==> src/rtl/hazard_ctrl_pkg.sv <==
// Shared types for the IF/ID/EX hazard controller.
// FSM encodings and the canonical NOP used when flushing IF/ID.
package hazard_ctrl_pkg;

  typedef enum logic [1:0] {
    RUN       = 2'd0,
    IMEM_WAIT = 2'd1,
    FAULT     = 2'd2
  } state_t;

  localparam logic [31:0] NOP = 32'h0000_0013;

endpackage

==> src/rtl/hazard_ctrl_lu_detect.sv <==
// Load-use hazard compare between the EX load and the ID sources.
// Purely combinational; x0 never creates a dependency.
module lu_detect (
  input  logic [4:0] ID_rs1,
  input  logic [4:0] ID_rs2,
  input  logic       ID_uses_rs1,
  input  logic       ID_uses_rs2,
  input  logic       EX_mem_read,
  input  logic [4:0] EX_rd,
  output logic       lu_hazard
);

  logic hit1;
  logic hit2;

  assign hit1 = ID_uses_rs1 && (ID_rs1 == EX_rd);
  assign hit2 = ID_uses_rs2 && (ID_rs2 == EX_rd);

  assign lu_hazard = EX_mem_read && (EX_rd != 5'd0)
                  && (hit1 || hit2);

endmodule

==> src/rtl/hazard_ctrl.sv <==
// Hazard/sequencing controller: stalls, flushes, imem timeout
// fault and saturating stall/flush performance counters.
module hazard_ctrl
  import hazard_ctrl_pkg::*;
#(
  parameter int IMEM_TIMEOUT = 16,
  parameter int CNT_W        = 32
) (
  input  logic             clk,
  input  logic             reset,
  input  logic [4:0]       ID_rs1,
  input  logic [4:0]       ID_rs2,
  input  logic             ID_uses_rs1,
  input  logic             ID_uses_rs2,
  input  logic             EX_mem_read,
  input  logic [4:0]       EX_rd,
  input  logic             EX_branch_taken,
  input  logic             imem_ready,
  output logic             pc_write,
  output logic             IF_ID_write,
  output logic             IF_ID_flush,
  output logic             ID_EX_bubble,
  output logic             fetch_fault,
  output logic [CNT_W-1:0] stall_count,
  output logic [CNT_W-1:0] flush_count
);

  localparam int WC_W = $clog2(IMEM_TIMEOUT + 1);
  localparam logic [WC_W-1:0] WC_LAST = WC_W'(IMEM_TIMEOUT - 1);

  state_t          state;
  state_t          state_n;
  logic [WC_W-1:0] wait_cnt;
  logic [WC_W-1:0] wait_n;
  logic            lu_hazard;
  logic            in_fault;
  logic            do_br;
  logic            do_wait;
  logic            stall_inc;
  logic            flush_inc;

  lu_detect u_lu (
    .ID_rs1      (ID_rs1),
    .ID_rs2      (ID_rs2),
    .ID_uses_rs1 (ID_uses_rs1),
    .ID_uses_rs2 (ID_uses_rs2),
    .EX_mem_read (EX_mem_read),
    .EX_rd       (EX_rd),
    .lu_hazard   (lu_hazard)
  );

  // Mutually exclusive priority terms keep the decoder one-hot.
  assign in_fault = (state == FAULT);
  assign do_br    = !in_fault && EX_branch_taken;
  assign do_wait  = !in_fault && !EX_branch_taken && !imem_ready;

  always_ff @(posedge clk or negedge reset) begin
    if (!reset) begin
      state    <= RUN;
      wait_cnt <= '0;
    end else begin
      state    <= state_n;
      wait_cnt <= wait_n;
    end
  end

  always_comb begin
    state_n      = state;
    wait_n       = wait_cnt;
    pc_write     = 1'b1;
    IF_ID_write  = 1'b1;
    IF_ID_flush  = 1'b0;
    ID_EX_bubble = 1'b0;
    flush_inc    = 1'b0;
    if (!reset) begin
      pc_write     = 1'b0;
      IF_ID_write  = 1'b0;
      IF_ID_flush  = 1'b1;
      ID_EX_bubble = 1'b1;
    end else begin
      unique case (1'b1)
        in_fault: begin
          pc_write     = 1'b0;
          IF_ID_write  = 1'b0;
          IF_ID_flush  = 1'b1;
          ID_EX_bubble = 1'b1;
        end
        do_br: begin
          IF_ID_flush  = 1'b1;
          ID_EX_bubble = 1'b1;
          state_n      = RUN;
          wait_n       = '0;
          flush_inc    = 1'b1;
        end
        do_wait: begin
          pc_write     = 1'b0;
          IF_ID_write  = !lu_hazard;
          IF_ID_flush  = 1'b1;
          ID_EX_bubble = lu_hazard;
          wait_n       = wait_cnt + 1'b1;
          if (state == IMEM_WAIT && wait_cnt == WC_LAST)
            state_n = FAULT;
          else
            state_n = IMEM_WAIT;
        end
        default: begin
          state_n = RUN;
          wait_n  = '0;
          if (lu_hazard) begin
            pc_write     = 1'b0;
            IF_ID_write  = 1'b0;
            ID_EX_bubble = 1'b1;
          end
        end
      endcase
    end
  end

  assign stall_inc   = reset && !in_fault && !pc_write;
  assign fetch_fault = in_fault;

  always_ff @(posedge clk or negedge reset) begin
    if (!reset) begin
      stall_count <= '0;
      flush_count <= '0;
    end else begin
      if (stall_inc && stall_count != '1)
        stall_count <= stall_count + CNT_W'(1);
      if (flush_inc && flush_count != '1)
        flush_count <= flush_count + CNT_W'(1);
    end
  end

endmodule

==> config.mk <==
export PLATFORM = sky130hd
export DESIGN_NAME = hazard_ctrl
export DESIGN_NICKNAME = d
export VERILOG_FILES = /design/src/rtl/hazard_ctrl_pkg.sv /design/src/rtl/hazard_ctrl_lu_detect.sv /design/src/rtl/hazard_ctrl.sv
export SDC_FILE = /design/constraint.sdc
export NUM_CORES = 1
export LEC_CHECK = 0
export CAP_MARGIN = 20
export CORE_ASPECT_RATIO = 1.5
export CORE_MARGIN = 2
export CORE_UTILIZATION = 30
export CTS_CLUSTER_SIZE = 24
export DETAILED_ROUTE_END_ITERATION = 6
export SYNTH_ARGS = -nofsm -noshare
export SYNTH_HDL_FRONTEND = slang
export SYNTH_HIERARCHICAL = 1
export SYNTH_SLANG_ARGS = --single-unit
==> constraint.sdc <==
create_clock -name clk -period 2.85 [get_ports clk]
set_input_delay 0.4275 -clock clk [delete_from_list [all_inputs] [get_ports clk]]
set_output_delay 0.4275 -clock clk [all_outputs]
set_load 0.02 [all_outputs]
Word-level counts from Yosys, hierarchy flattened

Index checks and enable logic that the tools add are counted.

Output and inout bits: 69
Logic and storage cells: 53
Register bits: 71

Mux-type cells: 15
Bitwise operators: 1
Equality and inequality tests: 7
Add/sub/neg operators: 3
Reductions and logical operators: 23

Operator list:

| cell                                                                   | count |
|---|---|
| 32-bit by 1-bit adder with 32-bit output (second input constant)       | 2 |
| 32-bit inequality test (second input constant)                         | 2 |
| 1-bit logical AND                                                      | 12 |
| 5-bit equality test                                                    | 2 |
| 5-bit one-hot mux with 2 select lines                                  | 1 |
| 1-bit 2-to-1 mux                                                       | 9 |
| 5-bit by 1-bit adder with 5-bit output (second input constant)         | 1 |
| 5-bit by 4-bit equality test with 1-bit output (second input constant) | 1 |
| 1-bit zero test                                                        | 5 |
| 5-bit nonzero test                                                     | 1 |
| 1-bit one-hot mux with 2 select lines                                  | 2 |
| 2-bit one-hot mux with 2 select lines                                  | 1 |
| 2-bit OR reduction                                                     | 2 |
| 1-bit one-hot mux with 3 select lines                                  | 1 |
| 3-bit OR reduction                                                     | 1 |
| 2-bit by 1-bit equality test with 1-bit output (second input constant) | 1 |
| 2-bit equality test (second input constant)                            | 1 |
| 2-bit 2-to-1 mux                                                       | 1 |
| 2-bit AND reduction                                                    | 1 |
| 1-bit logical OR                                                       | 1 |
| 1-bit inverter                                                         | 1 |

Logic depth before layout (Yosys ltp)

Gate-level depths: netlist of run 1.

Depth after elaboration: 10
Gate-level depth with buffers: 9
Mapped depth without buffers: 9

Modules after synthesis

Netlist of run 1, hierarchy kept.

Modules (own cells, without submodules):

| module      | times used | cells an instance | area each (um2) | sequential area each (um2) |
|---|---|---|---|---|
| hazard_ctrl | 1          | 349               | 3,679.8         | 1,776.7 |
| lu_detect   | 1          | 17                | 133.9           | 0.0 |

Least setup slack after synthesis of run 1

Ideal clock, no wire load.

Path kind: input -> register
From: input port EX_rd[0]
To: register stall_count[11]
Required time: 2,720 ps
Arrival time: 2,245 ps
Setup slack: 475 ps
Stages on the path: 8
Path through: xor2_1 > nor4_2 > nand3_1 > a21oi_1 > o2111ai_4 > buf_2 > or4_1 > xnor2_1

Longest elaborated chain between the ends: 10

RTL lines:

| item                                    | RTL line                                                 | source |
|---|---|---|
| from (decl)                             | hazard_ctrl.sv:16                                        | `input logic [4:0] EX_rd,` |
| 5-bit equality test (on tied branches)  | hazard_ctrl_lu_detect.sv:16, hazard_ctrl_lu_detect.sv:17 |  |
| 1-bit logical AND (on tied branches)    | hazard_ctrl_lu_detect.sv:16, hazard_ctrl_lu_detect.sv:17 |  |
| 1-bit logical OR                        | hazard_ctrl_lu_detect.sv:20                              | `&& (hit1 \|\| hit2);` |
| 1-bit logical AND *                     | hazard_ctrl_lu_detect.sv:20                              |  |
| via lu_hazard                           | hazard_ctrl.sv:35                                        | `logic lu_hazard;` |
| 1-bit 2-to-1 mux *                      | hazard_ctrl.sv:109                                       | `if (lu_hazard) begin` |
| 1-bit one-hot mux with 2 select lines * | hazard_ctrl.sv:81                                        | `unique case (1'b1)` |
| 1-bit 2-to-1 mux *                      | hazard_ctrl.sv:75                                        | `if (!reset) begin` |
| 1-bit zero test *                       | hazard_ctrl.sv:119                                       | `assign stall_inc = reset && !in_fault && !pc_write;` |
| 1-bit logical AND *                     | hazard_ctrl.sv:119                                       |  |
| 1-bit logical AND *                     | hazard_ctrl.sv:127                                       | `if (stall_inc && stall_count != '1)` |
| to (signal assigned)                    | hazard_ctrl.sv:128                                       | `stall_count <= stall_count + CNT_W'(1);` |
| to (decl)                               | hazard_ctrl.sv:24                                        | `output logic [CNT_W-1:0] stall_count,` |

Mark *: on every way through the listed nets, which the timed path passes. The rest lies on a longest branch.
A chain may end at the register's enable or synchronous reset.

Worst setup path after layout of run 1

From: input port EX_rd[2]
To: output port ID_EX_bubble

Longest elaborated chain between the ends: 7

RTL lines:

| item                                    | RTL line                                                 | source |
|---|---|---|
| 5-bit equality test (on tied branches)  | hazard_ctrl_lu_detect.sv:16, hazard_ctrl_lu_detect.sv:17 |  |
| 1-bit logical AND (on tied branches)    | hazard_ctrl_lu_detect.sv:16, hazard_ctrl_lu_detect.sv:17 |  |
| 1-bit logical OR                        | hazard_ctrl_lu_detect.sv:20                              |  |
| 1-bit logical AND *                     | hazard_ctrl_lu_detect.sv:20                              |  |
| via lu_hazard                           | hazard_ctrl.sv:35                                        |  |
| 1-bit 2-to-1 mux                        | hazard_ctrl.sv:109                                       |  |
| 1-bit one-hot mux with 2 select lines * | hazard_ctrl.sv:81                                        |  |
| 1-bit 2-to-1 mux *                      | hazard_ctrl.sv:75                                        |  |
| to (decl)                               | hazard_ctrl.sv:22                                        | `output logic ID_EX_bubble,` |

Marked as above.

==> metrics.csv, run 1 <==
stage,metric,value,unit
worst_setup_path,crit_required,2420,ps
routing,wl,9.76,mm
clock_network,clock_latency,330,ps
power,power_leakage,0.00224,µW
worst_setup_path,endpoint_kind,output pin,
floorplan,die_h,142,µm
routing,avgViaCountPerCell,5.12,
run_status,status,completed,
finish,drive_gt1_share,11.4,%
routing,wire_per_inst,15.3,µm
timing,tightestPinTransition,574,ps
worst_setup_path,cp-start-kind,input port,
finish,antenna_cells,0,
worst_setup_path,worstPathCellList,clkdlybuf4s50_1 > buf_4 > or4_1 > o21ai_1 > a21oi_4 > inv_1 > nand4_1 > dlygate4sd2_1,
worst_setup_path,regToRegSetupSlack,670,ps
logic_synthesis,avgSynthCellArea,10.4,µm²
finish,final_util,42.3,%
min_path,hold_path_class,flip-flop to flip-flop,
clock_network,cts_buffers,9,
worst_setup_path,crit_fanout,3,
timing,slew_violations,0,
clock_network,cts.clk_slew.worst_paths,50,ps
timing,setup_viol,0,
timing,holdWs,483,ps
timing,fin_crit_sh,96.8,%
logic_synthesis,yosysTopAreaCell,dfrtp_1,
finish,area_growth,38.2,%
routing,drt-initial-drc-count,87,
clock_network,cts.sinks,71,
timing,min_period,2760,ps
finish,final_cell_mix,"clkdlybuf4s50_1 (86), dfrtp_1 (71), xnor2_1 (38), nand3_1 (36), nand2_1 (32)",
clock_network,h-tree-depth,3,
global_route,overflow,0,
floorplan,row_count,50,
global_route,grtUsageTotal,15.3,%
global_route,grt_first_pass_wirelength,16.3,mm
logic_synthesis,yosysSeqAreaShare,46.6,%
timing,rsz0062_at_grt,no,
worst_setup_path,cpMaxStageDelayCell,or4_1,
clock_network,clock-root-buffer,clkbuf_16,
logic_synthesis,netlist_area,3810,µm²
timing,relSlewSlack,61.4,%
finish,fin_nets,504,
global_route,grt_max_degree,37,
place,place_hpwl,7.47,mm
routing,detail-route-antenna-nets,0,
logic_synthesis,yosysTopAreaCellShare,46.6,%
floorplan,dieArea,13600,µm²
clock_network,post_cts_buffers,0,
global_route,grt_pass1_vias,3316,
timing,max_freq,363,MHz
timing,hold_viol_final,0,
power,p_per_area,516,nW/µm²
worst_setup_path,critPathArrivalTime,2330,ps
place,place_congestion,0.852,
worst_setup_path,slowest_delay,480,ps
floorplan,die_x,96.1,µm
logic_synthesis,synth-seq-cells,71,
finish,fillerInstances,1225,
logic_synthesis,synth_ff_type,dfrtp_1,
logic_synthesis,synth-edff-count,0,
logic_synthesis,netlist-cell-type-count,51,
routing,first_pass_iters,6,
floorplan,pin_count,91,
place,io_buffer_count,90,
routing,routed-via-count,3266,
logic_synthesis,syn_nets,392,
floorplan,initial_utilization,30.6,%
power,peakVddDrop,0.321,mV
logic_synthesis,yosysWarnings,6,
timing,fin_skew,6.14,ps
worst_setup_path,crit_type,input port to output pin,
finish,final_common_cell,clkdlybuf4s50_1,
routing,drc,0,
floorplan,coreArea,12400,µm²
logic_synthesis,ys_top_cells_by_area,"dfrtp_1 (47%), xnor2_1 (8.7%), xor2_1 (7.1%)",
global_route,antenna_found_initial,0,
logic_synthesis,ys_async_sr_fraction,100,%
clock_network,cts_tree,yes,
logic_synthesis,synthCells,366,
power,finalPower,2720,µW
job,max_cap_violations,0,
clock_network,cts_buffer_depth,2,
==> metal layers <==
layer	track usage (%)	part of all wire (%)	vias to the layer above
li1	-	-	1559
met1	16.9	39	1602
met2	27.3	54	82
met3	2.86	3.7	23
met4	7.14	3.1	0
met5	0	0	-
==> logic make-up after synthesis <==
kind of cell	synth area share (%)
flip-flops	46.6
AO/OA/AOI/OAI	5.09
buffers and inverters	2.17
multiplexers	0.591
adder cells (fa/ha/maj)	1.31
AND/OR/NAND/NOR	28.4
XOR/XNOR	15.8
==> through the flow <==
stage          setup slack, ps  setup TNS [ps]  instances  instance area (µm²)
6_report                  91.5               0        638                 5270
5_1_grt                   44.3               0        638                 5270
4_1_cts                   2.46               0        638                 5260
3_5_place_dp              -336           -4560        622                 4990
3_3_place_gp              -258           -2920        622                 4990
2_1_floorplan              475               0        366                 3810
==> what timing repair did <==
item                                    4_1_cts  5_1_grt
hold buffers                                  1        0
resized for setup                             5        4
pin swaps                                     0        0
endpoints found under the setup margin        3        1
endpoints found under the hold margin        16        0
==> worst max-delay path: cells and delay by family <==
kind,cells,cell delay (ps)
buf+inv,4,1030
simple gates,2,570
compound gates,2,300
==> sequential cells by signal, summed over array words and instances, names as in the netlist <==
register     flops
flush_count     32
wait_cnt         5
state            2
stall_count     32
==> Yosys cell counts (all sizes together), types with 2 or more instances <==
library cell  instances
and3                 19
xnor2                38
nand4                26
a2111oi               3
clkbuf                6
inv                   9
o21ai                 7
a31oi                 2
ha                    4
or4                   4
dfrtp                71
nor2                 14
and4                  9
or3                   2
nor4                 13
xor2                 31
nand3                37
nand2                33
and2                  3
a21oi                 9
mux2                  2
nor3                 12
==> layout make-up <==
| class | count | area (µm²) | share of cell area (%) |
|---|---|---|---|
| clock buffer | 14 | 254 | 4.82 |
| clock inverter | 1 | 5.00 | 0.0950 |
| inverter | 9 | 33.8 | 0.641 |
| multi-input combinational | 279 | 1980 | 37.5 |
| sequential | 71 | 1780 | 33.7 |
| tap | 156 | 195 | 3.70 |
| timing repair buffer | 108 | 1030 | 19.5 |
==> where the power goes <==
part           total, µW  switching [µW]  leakage, µW  internal [µW]
logic                534             279      0.00114            255
registers           1190             105     0.000972           1080
clock network        999             391     0.000127            607
total               2720             775      0.00224           1950
==> final timing paths <==
check | from | end | cells past startpoint
min in group asynchronous | reset | flush_count[23] | 2
worst max register to register | flush_count[0] | flush_count[1] | 6
worst max-delay path | EX_rd[2] | ID_EX_bubble | 8
max in group asynchronous | reset | flush_count[1] | 3
worst min-delay path | wait_cnt[4] | wait_cnt[4] | 2
worst min register to register | wait_cnt[4] | wait_cnt[4] | 2
Note: power is estimated with default switching activity, not from simulation.
==> run 2: changes to the inputs <==
- CORE_MARGIN: 2 -> unset
- SETUP_SLACK_MARGIN: unset -> 0.4
==> run 2 against run 1 <==
- sequential power about the same
- die area down 3.5%
- sequential cell count did not move
- via count shrank 1.1%
- utilization up 1.2 points
- sequential share of layout area decreased by 0.96 points
- count of clock-buffer cells in the layout fell by 5
- critical endpoint is now stall_count[26]
- highest routed layer unchanged
==> metrics.csv, run 2 (synthesis results as in run 1) <==
stage,metric,value,unit,change
run_status,status,completed,,unchanged
routing,avgViaCountPerCell,5.03,,was 5.12
clock_network,hold_buffers,0,,was 1
timing,min_period,2380,ps,was 2760 ps
place,place_hpwl,7.29,mm,was 7.47 mm
routing,first_pass_iters,4,,was 6
place,dpl_worst_slack,-357,ps,was -336 ps
finish,reg_top3,"flush_count: 32 flops, stall_count: 32 flops, wait_cnt: 5 flops",,unchanged
timing,worst_slack,468,ps,was 91.5 ps
finish,fillerInstances,1216,,was 1225
finish,final_cell_area,5420,µm²,was 5270 µm²
floorplan,pin_count,91,,unchanged
routing,detail-route-antenna-nets,0,,unchanged
finish,antenna_cells,0,,unchanged
timing,max_freq,420,MHz,was 363 MHz
floorplan,coreArea,12400,µm²,unchanged
min_path,hold_path_class,input port to async pin,,was flip-flop to flip-flop
routing,wire_per_inst,15.2,µm,was 15.3 µm
finish,drive_gt1_share,17.7,%,was 11.4%
global_route,grt_max_degree,56,,was 37
power,p_per_area,570,nW/µm²,was 516 nW/µm²
worst_setup_path,cp-start-kind,input port,,unchanged
routing,drc,0,,unchanged
finish,final_util,43.6,%,was 42.3%
floorplan,initial_utilization,30.6,%,unchanged
worst_setup_path,critPathArrivalTime,2630,ps,was 2330 ps
finish,fin_nets,507,,was 504
finish,area_growth,42.2,%,was 38.2%
worst_setup_path,endpoint_kind,flip-flop,,was output pin
timing,setup_viol,0,,unchanged
floorplan,die_x,94.1,µm,was 96.1 µm
place,io_buffer_count,90,,unchanged
global_route,antenna_found_initial,0,,unchanged
place,placed_area,4990,µm²,unchanged
timing,holdWs,155,ps,was 483 ps
clock_network,cts_buffer_depth,2,,unchanged
clock_network,h-tree-depth,3,,unchanged
routing,drt-initial-drc-count,90,,was 87
clock_network,clock_latency,330,ps,about the same
floorplan,dieArea,13200,µm²,was 13600 µm²
clock_network,cts.clk_slew.worst_paths,50,ps,about the same
job,max_cap_violations,0,,unchanged
routing,wl,9.75,mm,was 9.76 mm
worst_setup_path,crit_type,input port to flip-flop,,was input port to output pin
clock_network,clock-root-buffer,clkbuf_16,,unchanged
global_route,grt_first_pass_wirelength,16.1,mm,was 16.3 mm
global_route,overflow,0,,unchanged
worst_setup_path,crit_required,3100,ps,was 2420 ps
timing,hold_viol_final,0,,unchanged
power,peakVddDrop,0.389,mV,was 0.321 mV
floorplan,die_h,140,µm,was 142 µm
timing,fin_crit_sh,83.6,%,was 96.8%
timing,relSlewSlack,54.3,%,was 61.4%
worst_setup_path,worstPathCellList,buf_6 > xor2_2 > nor4_2 > nand3_1 > a21oi_2 > buf_4 > o2111ai_4 > or4_4 > nor3_4 > xor2_1,,was clkdlybuf4s50_1 > buf_4 > or4_1 > o21ai_1 > a21oi_4 > inv_1 > nand4_1 > dlygate4sd2_1
timing,fin_setup_tns,0,ps,unchanged
floorplan,row_count,50,,unchanged
clock_network,cts_tree,yes,,unchanged
routing,routed-via-count,3231,,was 3266
global_route,grt_pass1_vias,3237,,was 3316
finish,final_cell_mix,"clkdlybuf4s50_1 (72), dfrtp_1 (71), xnor2_1 (38), nand3_1 (36), nand2_1 (32)",,"was clkdlybuf4s50_1 (86), dfrtp_1 (71), xnor2_1 (38), nand3_1 (36), nand2_1 (32)"
worst_setup_path,slowest_delay,630,ps,was 480 ps
finish,seqCellArea,1780,µm²,unchanged
power,power_leakage,0.00236,µW,was 0.00224 µW
finish,final_common_cell,clkdlybuf4s50_1,,unchanged
worst_setup_path,cpMaxStageDelayCell,or4_4,,was or4_1
clock_network,cts_buffers,9,,unchanged
timing,slew_violations,0,,unchanged
worst_setup_path,crit_fanout,4,,was 3
timing,fin_skew,5.39,ps,was 6.14 ps
timing,rsz0062_at_grt,yes,,was no
place,place_congestion,0.871,,was 0.852
global_route,grtUsageTotal,15.7,%,was 15.3%
timing,tightestPinTransition,686,ps,was 574 ps
clock_network,cts.sinks,71,,unchanged
finish,multi_input_area,2030,µm²,was 1980 µm²
==> run 2: cell types whose count changed in the layout (fill, tap and decap cells not counted), sizes merged <==
cell | before | now
dlymetal6s2s | 0 | 1
buf | 18 | 30
bufinv | 0 | 4
dlygate4sd3 | 1 | 0
clkdlybuf4s15 | 0 | 2
clkbuf | 15 | 14
dlygate4sd2 | 2 | 1
clkdlybuf4s50 | 86 | 72
clkinv | 1 | 3
==> run 2: final timing paths <==
path                                startpoint               to  slack [ps]  cells past startpoint
min in group clk                   wait_cnt[4]      wait_cnt[4]         480                      2
worst max register to register  flush_count[0]   flush_count[1]         650                      6
worst min register to register     wait_cnt[4]      wait_cnt[4]         480                      2
worst min-delay path                     reset  flush_count[19]         160                      2
worst max-delay path                 ID_rs1[0]  stall_count[26]         470                     10
max in group asynchronous                reset  stall_count[27]        2060                      2
==> run 2: area by class of cell <==
cell class / count / share of cell area (%)
Sequential cell: 71 / 32.8
Timing Repair Buffer: 111 / 18.9
Inverter: 9 / 0.623
Clock buffer: 9 / 4.15
Tap cell: 156 / 3.60
Multi-Input combinational cell: 279 / 37.4
Clock inverter: 7 / 2.49
==> run 2: metrics by stage <==
stage	instances	power [µW]
after floorplan	366	1450
after global placement	622	1730
after detailed placement	622	1740
after CTS	639	3120
after global routing	642	3220
final	642	3090
==> run 2: timing repair <==
item | in CTS | in global routing
pin swaps | 12 | 12
gates resized for setup | 36 | 41
hold endpoints to repair | 0 | 0
buffers inserted | 1 | 3
endpoints found under the setup margin | 34 | 21
==> run 2: metal layers <==
layer	routed length (µm)	global-route usage, %
met5	0	0
met4	256	7.53
met3	258	2.88
met2	5410	28.9
met1	3830	17.0
==> run 2: worst max-delay path: cells and delay by family <==
family | cells | cell delay [ps]
simple gates | 4 | 1310
xor+xnor | 2 | 330
buf+inv | 2 | 240
compound gates | 2 | 320
==> run 2: power breakdown <==
group	switching [µW]	internal [µW]	total (µW)
registers	105	1080	1190
clock network	428	938	1370
logic	281	254	536
total	815	2280	3090
==> edit 1, RTL diff (flow settings as in run 1) <==
The parameter `IMEM_TIMEOUT` goes from 16 to 32.
--- a/src/rtl/hazard_ctrl.sv
+++ b/src/rtl/hazard_ctrl.sv
@@ -4,5 +4,5 @@
   import hazard_ctrl_pkg::*;
 #(
-  parameter int IMEM_TIMEOUT = 16,
+  parameter int IMEM_TIMEOUT = 32,
   parameter int CNT_W        = 32
 ) (
Function: same outputs for any inputs over 10 cycles, from zero or initial values and one cycle with reset low; that may be too few to reach the edited logic, so the function may still have changed.
==> edit 1 against run 1 <==
- routed wire length down 3.3%
- critical path depth down 1
- design area down 0.90%
- combinational power down 13%
- critical endpoint is now IF_ID_write
- via count down 4.8%
- sequential share of layout area up 0.79 points
- synthesized area down 0.52%
- power down 2.3%
- sequential cell count up 1
- critical path type unchanged
- worst hold slack worse by 1.6 ps
- clock power about the same
- worst setup slack better by 16 ps
==> edit 1: results (changes against run 1) <==
- Status: completed
- Synth warn: 6 (unchanged)
- H-tree depth reported by CTS: 3 (unchanged)
- Post-route cell area: 5220 µm² (-0.90%)
- Reg2reg end: stall_count[29]
- Synth Area in Adders: 0.00989 (-0.00323)
- DR top layer: met4
- # port buffers: 90 (unchanged)
- WHS Endpoint: wait_cnt[5]
- Placed insts: 609 (-2.1%)
- All-Layer GR Usage: 0.147 (-0.00535)
- Synthesized area per cell: 10.7 µm² (+2.8%)
- GPL Wtd Cong: 0.797 (-6.4%)
- Register area share after synthesis: 0.475 (+0.00905)
- DR WL met2: 5.04 mm (-4.5%)
- Largest registers: flush_count: 32 flops, stall_count: 32 flops, wait_cnt: 6 flops
- Setup WS pre-CTS: -237 ps (+99.4 ps)
- Worst-skew pair later-pin latency: 330 ps (about the same)
- Largest net degree at the start of global routing: 43 (+16%)
- Met2 GRT Util: 0.262 (-0.0113)
- Hold Crit Depth: 1 (-1)
- Number of fill cells: 1213 (-0.98%)
- HP Start: wait_cnt[5]
- Max clock buf depth: 2 (unchanged)
- Synth Area in XOR/XNOR: 0.162 (+0.00314)
- Met3 usage: 0.0351 (+0.00645)
- WHS: 481 ps (-1.65 ps)
- WL/cell: 15.2 µm (-0.97%)
- Max incr delay on CP: 550 ps (+70 ps)
- Routed vias: 3108 (-4.8%)
- Top cells by instance count after synthesis: dfrtp_1, xnor2_1, nand2_1, nand3_1, xor2_1
- Crit-path leading delay family: buffers and inverters
- Met3 WL: 377 µm (+5.0%)
- Slew headroom: 0.627 (+0.0134)
- Clock share of power: 0.378 (+0.011)
- Met1 WL: 3.86 mm (+0.99%)
- Synth Area in Compound Gates: 0.0679 (+0.0171)
- Placed Area: 4960 µm² (-0.50%)
- Vias in the first global route: 3157 (-4.8%)
- Leakage: 2.15 nW (-4.1%)
- Reg2Reg Setup Slack: 720 ps (+50 ps)
- Mux contribution to synthesized area: 0.00891 (+0.00300)
- Layout cells sized above 1: 0.116 (+0.00152)
- Final HPWL DP: 7.12 mm (-4.7%)
- Global-route wire length before repair: 15.6 mm (-3.8%)
- Comb. pwr: 464 µW (-13%)
- Cell variety after synth: 44 (-14%)
- Reg2reg start: stall_count[0]
- Initial drt markers: 117 (+34%)
- Final Net Count: 490 (-2.8%)
- Maximum vdd drop: 0.000392 V (+22%)
- Clk_skew: 7.72 ps (+1.58 ps)
- Sw Ratio: 0.266 (-0.0186)
- Prevailing post-synth register cell: dfrtp_1
- Vias per std cell: 4.99 (-2.5%)
- Syn_nets: 379 (-3.3%)
- GR Layer Usage met1: 0.165 (-0.00482)
- Synth area leaders: dfrtp_1, xnor2_1, xor2_1
- Router iterations before antenna repair: 4 (-2)
- Logic pwr share: 0.174 (-0.022)
edit 1: how the worst max path moves through the flow:
stage	startpoint	end	slack, ps	cells after the start
global route	EX_rd[0]	IF_ID_write	9	7
floorplan	EX_rd[0]	stall_count[30]	520	8
finish	EX_rd[0]	IF_ID_write	110	7
CTS	EX_rd[4]	pc_write	0.5	11
detailed placement	EX_rd[0]	pc_write	-240	9
global placement	EX_rd[0]	pc_write	-210	9
edit 1: timing repair:
action                                 CTS  global route
endpoints found under the hold margin    2             0
pin swaps                                0             0
setup endpoints to repair                3             2
gates resized for setup                  3             4
buffers inserted                         0             0
hold buffers                             1             0
gates cloned                             0             0
edit 1: final cells by class:
class / instances / area share
Tap cell: 156 / 0.0374
Clock inverter: 1 / 0.000959
Timing Repair Buffer: 105 / 0.192
Sequential cell: 72 / 0.345
Inverter: 6 / 0.00431
Multi-Input combinational cell: 271 / 0.371
Clock buffer: 12 / 0.0491
==> edit 2, RTL diff (flow settings as in run 1) <==
Without the edit above. Reset style: synchronous (`reset`), changed in 2 clocked blocks.
--- a/src/rtl/hazard_ctrl.sv
+++ b/src/rtl/hazard_ctrl.sv
@@ -55,5 +55,5 @@
   assign do_wait  = !in_fault && !EX_branch_taken && !imem_ready;
 
-  always_ff @(posedge clk or negedge reset) begin
+  always_ff @(posedge clk) begin
     if (!reset) begin
       state    <= RUN;
@@ -120,5 +120,5 @@
   assign fetch_fault = in_fault;
 
-  always_ff @(posedge clk or negedge reset) begin
+  always_ff @(posedge clk) begin
     if (!reset) begin
       stall_count <= '0;
Formal check against the unedited RTL: differs if reset is asserted again (counterexample within 4 cycles, from zero or initial values and one cycle with reset low); with reset held inactive, the same outputs for 10 cycles.
==> edit 2 against run 1 <==
- global-route usage grew 0.53 points
- synthesized area down 2.5%
- design area grew 0.45%
- sequential cell count unchanged
- routed wire length up 8.9%
- worst setup slack lost 12 ps
Power is not compared: it rests on default switching activity, and its combinational part moved more than twofold at a synthesized area within 25%.
==> edit 2: results (changes against run 1) <==
- Largest registers: flush_count: 32 flops, stall_count: 32 flops, wait_cnt: 5 flops
- Layout cells sized above 1: 0.116 (+0.00162)
- GPL Wtd Cong: 0.790 (-7.2%)
- Syn_nets: 469 (+20%)
- FFs w/ async S/R, synth: 0 (-1.00)
- Met3 usage: 0.0269 (-0.00171)
- Status: completed
- Clk_skew: 4.12 ps (-2.01 ps)
- Met2 GRT Util: 0.289 (+0.0163)
- Non-Filler Instances: 706 (+11%)
- Total Wirelength: 10.6 mm (+8.9%)
- Global-route wire length before repair: 17.0 mm (+4.5%)
- Reg2reg start: stall_count[18]
- Vias per std cell: 5.44 (+6.4%)
- Register area share after synthesis: 0.382 (-0.0836)
- HP Start: wait_cnt[4]
- WHS Endpoint: wait_cnt[4]
- GR Layer Usage met1: 0.171 (+0.00187)
- Final Net Count: 574 (+14%)
- Placed insts: 684 (+10%)
- Worst-Margin Slew: 646 ps (+72.7 ps)
- Setup WS pre-CTS: -436 ps (-99.5 ps)
- Arrival time at the worst endpoint: 3030 ps (+700 ps)
- Reg2reg end: stall_count[27]
- Max incr delay on CP: 440 ps (-40 ps)
- WHS: 468 ps (-14.8 ps)
- Initial drt markers: 138 (+59%)
- Largest net degree at the start of global routing: 48 (+30%)
- Synth area leaders: dfxtp_1, o31ai_1, or4_1
- Vias in the first global route: 3646 (+10%)
- Final HPWL DP: 7.44 mm (-0.48%)
- Crit-path leading delay family: simple AND/OR/NAND/NOR gates
- Reg2Reg Setup Slack: 280 ps (-390 ps)
- Router iterations before antenna repair: 4 (-2)
## edit 2: cells by family (layout without fill, tap and decap cells)
group	Yosys count	count (layout)	synth area share
flops	71	71	0.382
mux	7	7	0.0188
buf+inv	37	145	0.0468
fa+ha+maj	4	4	0.0135
xor+xnor	13	13	0.0306
simple gates	188	188	0.284
compound gates	123	125	0.224
## edit 2: per-stage QoR
| stage | instance area, µm² | utilization | power (mW) |
|---|---|---|---|
| 4_1_cts | 5190 | 0.432 | 2.44 |
| 3_3_place_gp | 4840 | 0.402 | 1.18 |
| 6_report | 5290 | 0.440 | 2.42 |
| 5_1_grt | 5290 | 0.440 | 2.49 |
| 2_1_floorplan | 3720 | - | 1.10 |
| 3_5_place_dp | 4840 | 0.402 | 1.18 |
## edit 2: layout make-up
type	count	area, µm²
clock buffer	11	253
clock inverter	5	80.1
fill	1203	6720
timing repair buffer	112	1080
inverter	17	63.8
tap	153	191
multi-input combinational	337	2200
sequential	71	1420
## edit 2: power groups by stage
stage               combinational [mW]  sequential [mW]  clock, mW
detailed placement               0.151             1.03          0
global route                     0.168             1.01       1.31
floorplan                       0.0676             1.03          0
global placement                 0.148             1.03          0
finish                           0.155             1.01       1.26
CTS                              0.151             1.01       1.28
## edit 2: per-layer routing
layer / vias up / routed length (µm) / part of all wire
met5: - / 0 / 0
met4: 0 / 231 / 0.022
met3: 19 / 390 / 0.037
met2: 84 / 5640 / 0.53
met1: 1814 / 4370 / 0.41
li1: 1927 / - / -
## edit 2: worst reg2reg max path: stages, from the launching register on
cell	delay [ps]
dfxtp_1	450
nand4_2	190
or4_1	740
buf_4	260
o31ai_2	550
or4_1	190
a21oi_1	60
## edit 2: repair_timing
action | in CTS | in global routing
gates cloned | 0 | 2
gates resized for setup | 8 | 17
setup endpoints to repair | 16 | 24
buffers inserted | 1 | 3
pin swaps | 1 | 8
## edit 2: worst max-delay path by stage
stage	startpoint	endpoint	slack, ps	cells after the start
after global placement	EX_rd[3]	stall_count[30]	-330	11
after global routing	ID_rs2[2]	stall_count[30]	20	13
after floorplan	EX_rd[0]	stall_count[30]	160	10
final	ID_rs2[2]	stall_count[10]	80	12
after detailed placement	EX_rd[3]	stall_count[26]	-440	11
after CTS	EX_rd[0]	pc_write	10	9
